`config.mk`:
```
export PLATFORM = sky130hd
export DESIGN_NAME = sha256_round_core_flat
export DESIGN_NICKNAME = d
export VERILOG_FILES = /design/src/rtl/sha256_round_core_if.sv /design/src/rtl/sha256_round_core.sv /design/src/flat_wrapper.sv
export SDC_FILE = /design/constraint.sdc
export NUM_CORES = 2
export LEC_CHECK = 0
export CAP_MARGIN = 20
export CORE_ASPECT_RATIO = 1.25
export CORE_MARGIN = 8
export CORE_UTILIZATION = 37
export CTS_BUF_LIST = sky130_fd_sc_hd__clkbuf_2
export CTS_CLUSTER_DIAMETER = 200
export DETAILED_ROUTE_END_ITERATION = 6
export PLACE_DENSITY_LB_ADDON = 0.15
export SLEW_MARGIN = 20
export SYNTH_ARGS = -nofsm -noshare
export SYNTH_HDL_FRONTEND = slang
export SYNTH_SLANG_ARGS = --single-unit
```
`constraint.sdc`:
```
create_clock -name clk -period 10.3 [get_ports clk]
set_input_delay 2.06 -clock clk [delete_from_list [all_inputs] [get_ports clk]]
set_output_delay 2.06 -clock clk [all_outputs]
set_load 0.02 [all_outputs]
```
`src/rtl/sha256_round_core_if.sv`:
```
// Handshake bundle between the message-schedule stage and the round core.
// The master side supplies start/init/W_in; the core answers with status and digest.
interface sha256_round_core_if;
  logic         start;
  logic         init;
  logic [31:0]  W_in;
  logic         ready;
  logic [5:0]   round_idx;
  logic         busy;
  logic         done;
  logic [255:0] digest;

  modport master (
    output start, init, W_in,
    input  ready, round_idx, busy, done, digest
  );

  modport slave (
    input  start, init, W_in,
    output ready, round_idx, busy, done, digest
  );
endinterface

```
`src/rtl/sha256_round_core.sv`:
```
// SHA-256 compression: 64 rounds on a..h, then fold into the chaining hash.
// round_idx and ready pace the schedule stage in lockstep.
module sha256_round_core (
  input logic                clk,
  input logic                reset,
  sha256_round_core_if.slave bus
);

  typedef enum logic [1:0] {
    IDLE,
    ROUNDS,
    FINAL
  } state_t;

  localparam logic [0:7][31:0] IV = {
    32'h6a09e667, 32'hbb67ae85,
    32'h3c6ef372, 32'ha54ff53a,
    32'h510e527f, 32'h9b05688c,
    32'h1f83d9ab, 32'h5be0cd19
  };

  localparam logic [31:0] K [64] = '{
    32'h428a2f98, 32'h71374491, 32'hb5c0fbcf, 32'he9b5dba5,
    32'h3956c25b, 32'h59f111f1, 32'h923f82a4, 32'hab1c5ed5,
    32'hd807aa98, 32'h12835b01, 32'h243185be, 32'h550c7dc3,
    32'h72be5d74, 32'h80deb1fe, 32'h9bdc06a7, 32'hc19bf174,
    32'he49b69c1, 32'hefbe4786, 32'h0fc19dc6, 32'h240ca1cc,
    32'h2de92c6f, 32'h4a7484aa, 32'h5cb0a9dc, 32'h76f988da,
    32'h983e5152, 32'ha831c66d, 32'hb00327c8, 32'hbf597fc7,
    32'hc6e00bf3, 32'hd5a79147, 32'h06ca6351, 32'h14292967,
    32'h27b70a85, 32'h2e1b2138, 32'h4d2c6dfc, 32'h53380d13,
    32'h650a7354, 32'h766a0abb, 32'h81c2c92e, 32'h92722c85,
    32'ha2bfe8a1, 32'ha81a664b, 32'hc24b8b70, 32'hc76c51a3,
    32'hd192e819, 32'hd6990624, 32'hf40e3585, 32'h106aa070,
    32'h19a4c116, 32'h1e376c08, 32'h2748774c, 32'h34b0bcb5,
    32'h391c0cb3, 32'h4ed8aa4a, 32'h5b9cca4f, 32'h682e6ff3,
    32'h748f82ee, 32'h78a5636f, 32'h84c87814, 32'h8cc70208,
    32'h90befffa, 32'ha4506ceb, 32'hbef9a3f7, 32'hc67178f2
  };

  function automatic logic [31:0] rotr(
    input logic [31:0] x,
    input int          n
  );
    return (x >> n) | (x << (32 - n));
  endfunction

  state_t           state_q;
  state_t           state_d;
  logic [0:7][31:0] ws_q;
  logic [0:7][31:0] hv_q;
  logic [5:0]       idx_q;
  logic             done_q;

  logic [31:0] a, b, c, d;
  logic [31:0] e, f, g, h;
  logic [31:0] s0, s1;
  logic [31:0] ch, maj;
  logic [31:0] t1, t2;

  assign a = ws_q[0];
  assign b = ws_q[1];
  assign c = ws_q[2];
  assign d = ws_q[3];
  assign e = ws_q[4];
  assign f = ws_q[5];
  assign g = ws_q[6];
  assign h = ws_q[7];

  assign s0  = rotr(a, 2) ^ rotr(a, 13) ^ rotr(a, 22);
  assign s1  = rotr(e, 6) ^ rotr(e, 11) ^ rotr(e, 25);
  assign ch  = (e & f) ^ (~e & g);
  assign maj = (a & b) ^ (a & c) ^ (b & c);
  assign t1  = h + s1 + ch + K[idx_q] + bus.W_in;
  assign t2  = s0 + maj;

  assign bus.round_idx = idx_q;
  assign bus.done      = done_q;
  assign bus.digest    = hv_q;

  always_comb begin
    state_d   = state_q;
    bus.ready = 1'b0;
    bus.busy  = 1'b0;
    unique case (state_q)
      IDLE: begin
        if (bus.start) state_d = ROUNDS;
      end
      ROUNDS: begin
        bus.ready = 1'b1;
        bus.busy  = 1'b1;
        if (idx_q == 6'd63) state_d = FINAL;
      end
      FINAL: begin
        bus.busy = 1'b1;
        state_d  = IDLE;
      end
      default: state_d = IDLE;
    endcase
  end

  always_ff @(posedge clk) begin
    if (reset) begin
      state_q <= IDLE;
      idx_q   <= '0;
      done_q  <= 1'b0;
      ws_q    <= '0;
      hv_q    <= IV;
    end else begin
      state_q <= state_d;
      done_q  <= 1'b0;
      unique case (state_q)
        IDLE: begin
          if (bus.start) begin
            ws_q  <= bus.init ? IV : hv_q;
            idx_q <= '0;
            if (bus.init) hv_q <= IV;
          end
        end
        ROUNDS: begin
          ws_q  <= {t1 + t2, a, b, c,
                    d + t1, e, f, g};
          // 6-bit index wraps 63 -> 0 on its own
          idx_q <= idx_q + 6'd1;
        end
        FINAL: begin
          for (int i = 0; i < 8; i++)
            hv_q[i] <= hv_q[i] + ws_q[i];
          done_q <= 1'b1;
        end
        default: ;
      endcase
    end
  end

endmodule
```
`src/flat_wrapper.sv`:
```
// flat-port wrapper written by rule: the top's interface ports become plain ports
module sha256_round_core_flat 
  (clk, reset, bus_start, bus_init, bus_W_in, bus_ready, bus_round_idx, bus_busy, bus_done, bus_digest);
  sha256_round_core_if bus_i ();
  input logic clk;
  input logic reset;
  input wire logic [$bits(bus_i.start)-1:0] bus_start;
  input wire logic [$bits(bus_i.init)-1:0] bus_init;
  input wire logic [$bits(bus_i.W_in)-1:0] bus_W_in;
  output wire logic [$bits(bus_i.ready)-1:0] bus_ready;
  output wire logic [$bits(bus_i.round_idx)-1:0] bus_round_idx;
  output wire logic [$bits(bus_i.busy)-1:0] bus_busy;
  output wire logic [$bits(bus_i.done)-1:0] bus_done;
  output wire logic [$bits(bus_i.digest)-1:0] bus_digest;
  assign bus_i.start = bus_start;
  assign bus_i.init = bus_init;
  assign bus_i.W_in = bus_W_in;
  assign bus_ready = bus_i.ready;
  assign bus_round_idx = bus_i.round_idx;
  assign bus_busy = bus_i.busy;
  assign bus_done = bus_i.done;
  assign bus_digest = bus_i.digest;
  sha256_round_core u_core (.clk(clk), .reset(reset), .bus(bus_i));
endmodule
```
==> impl_metrics.toml <==
[placement]
gp_congestion = 1.07
dp_hpwl_mm = 159
portBuffers = 300

[sta]
fmax_ghz = 0.106
worst_pin_slew_ps = 1140
hold_viol = 0
min_period_ps = 9440
setup_violations = 0
fin_skew_ps = 126
maxSlewViolCount = 0
setup_tns_ps = 0
rsz0062_at_grt = "false"
period_share_pct = 91.7
slew_headroom_pct = 23.9

[synth]
synth_mux_area_share_pct = 1.44
synthAdderAreaFrac_pct = 16.4
synth_compound_area_share_pct = 27.1
synth_edf_count = 0
yosys_warnings = 0
synth_sequential_area_ratio_pct = 23.6
yosys.area_share.simple_pct = 16.9
synth_top_family_by_area = "compound AO/OA/AOI/OAI gates"
avgSynthCellArea_um2 = 7.78
synth_top_area_cell = "dfxtp_1"
synth_top_area_share_pct = 23.6
syn_area_mm2 = 0.0441
synth_ff_type = "dfxtp_1"
syn_nets = 6208
synth_seq_cells = 521
ys_types = 88
synth_xor_area_share_pct = 8.41
synthTopCellsByArea = "dfxtp_1 24%, ha_1 10%, fa_1 6.0%"
synthCells = 5674
async_reset_ff_share_pct = 0

[die]
die_h_um = 402
coreArea_mm2 = 0.118
fp.dieW_um = 325
start_util_pct = 37.3
rows = 141
dieArea_mm2 = 0.131
io_pins = 301

[grt]
grt_usage_pct = 30.8
antenna_found_initial = 8
grt_overflow = 0
grt_pass1_vias = 43700
grt_pass1_wl_mm = 303
grt_max_degree = 189

[setup_path]
r2r-start = "u_core.bus.round_idx[1]"
critPathCaptureType = "flip-flop"
worstPathArrival_ps = 10870
critical_path.top_delay_family = "compound AO/OA/AOI/OAI gates"
cp-startpoint = "u_core.bus.round_idx[1]"
worstSetupPathType = "flip-flop to flip-flop"
slowest_delay_ps = 500
r2r-end = "u_core.a[31]"
crit_required_ps = 11730
critPathLaunchType = "flip-flop"
r2r_setup_slack_ps = 860
path_max_fanout = 20
crit_buf_inv = 6
r2r_cells = 38
crit_slowest_cell = "ha_1"

[cells_and_area]
fillers = 12300
finalNetCount = 6421
drive_gt1_share_pct = 7.30
synthToLayoutAreaGrowth_pct = 13.8

[clock_network]
clkLatencyLatePin_ps = 1540
cts_setup_buffers = 0
ctsHoldBuffers = 0
cts_inserted_buffers = 151
clkTransAtPathRegs_ps = 100
cts_resized = 0
htreeDepth = 4
clock_path_buffers = 3
clkSinkCount = 521
cts_tree = "done"
cts_root_buffer = "clkbuf_2"

[run_status]
violations = "design-rule violations"
status = "finished, violations left"

[drt]
wirelength_mm = 210
via_per_inst = 5.89
ant_nets = 0
drcViolationCount = 7
vias = 44700
dr.pass1.iters = 7
drtIter0Drc = 3639
wl_per_cell_um = 27.7

[job]
drv_cap = 0

[worst_hold_path]
worstHoldStart = "u_core.h[11]"
min_path_cells = 2
hold_path_end = "u_core.h[11]"
hold_path_class = "flip-flop to flip-flop"
-- worst register-to-register path: cells and delay by family, from the launching register on --
kind,cells,cell delay [ps]
adder cells (fa/ha/maj),7,3080
flip-flops,1,350
buffers and inverters,6,890
XOR/XNOR,2,310
AO/OA/AOI/OAI,16,3610
AND/OR/NAND/NOR,7,1110
-- flip-flops by register name, summed over array words and instances, names as in the netlist --
| register | count |
|---|---|
| u_core.e | 32 |
| u_core.c | 32 |
| u_core.a | 32 |
| u_core.bus.round_idx | 6 |
| u_core.bus.done | 1 |
| u_core.g | 32 |
| u_core.h | 32 |
| u_core.b | 32 |
| u_core.d | 32 |
| u_core.f | 32 |
| u_core.state_q | 2 |
| u_core.bus.digest | 256 |
-- cell usage after synthesis, types with 114 or more instances --
cell and number:
a31oi_1 115, xor2_1 162, a21oi_1 504, inv_1 343, a21o_1 161, nor2_1 478, nand2_1 485, nand2b_1 162
clkbuf_1 316, nor3_1 114, fa_1 133, ha_1 365, xnor2_1 262, dfxtp_1 521, o21ai_0 383, a211oi_1 121
-- cells by family (layout without fill, tap and decap cells) --
| logic type | after synthesis | count (layout) |
|---|---|---|
| other cells | 0 | 6 |
| compound gates | 1871 | 1871 |
| buf+inv | 707 | 1033 |
| fa+ha+maj | 501 | 501 |
| flops | 521 | 521 |
| mux | 52 | 52 |
| simple gates | 1598 | 1598 |
| xor+xnor | 424 | 424 |
-- worst max path at each step --
| stage | slack (ps) | cells after the start | endpoint |
|---|---|---|---|
| CTS | 930 | 41 | u_core.a[31] |
| global placement | 400 | 33 | u_core.a[31] |
| global route | 360 | 39 | u_core.a[31] |
| finish | 860 | 38 | u_core.a[31] |
| detailed placement | 450 | 33 | u_core.a[31] |
| floorplan | 1680 | 42 | u_core.a[31] |
-- metal layers --
layer	share of wire, %	global-route usage (%)	vias to the layer above
met4	9.1	23.6	2
met3	5.8	5.06	547
li1	-	-	20800
met2	47	52.0	1708
met5	0.0062	0	-
met1	38	34.7	21600
-- stage by stage --
stage	worst slack, ps	cells	hold slack (ps)	util, %	area (um2)
after floorplan	1680	5674	449	-	44100
after global placement	396	7307	472	41.3	48800
after detailed placement	452	7307	477	41.3	48800
after CTS	930	7573	489	42.4	50200
after global routing	356	7577	506	42.4	50200
final	857	7579	485	42.4	50200
-- layout make-up --
| cell class | instances | area (um2) | share of cell area, % |
|---|---|---|---|
| Multi-Input combinational cell | 4446 | 31200 | 62.0 |
| Clock inverter | 42 | 256 | 0.511 |
| Timing Repair Buffer | 421 | 3970 | 7.90 |
| Clock buffer | 224 | 1120 | 2.23 |
| Antenna cell | 6 | 15.0 | 0.0299 |
| Sequential cell | 521 | 10400 | 20.8 |
| Tap cell | 1573 | 1970 | 3.92 |
| Inverter | 346 | 1300 | 2.58 |
-- layout by cell type, fill, tap and decap left out, drive strengths merged, types with 116 or more instances in the layout --
cell,netlist,routed
a211oi,122,122
a21o,161,161
a21oi,504,504
a31oi,116,116
buf,45,123
clkbuf,316,224
clkdlybuf4s50,0,298
dfxtp,521,521
fa,133,133
ha,365,365
inv,346,351
nand2,485,485
nand2b,162,162
nor2,478,478
o21ai,389,389
xnor2,262,262
xor2,162,162
Power is not shown: default switching activity piles up to over one toggle a cycle in this logic, so the estimate is an artifact.
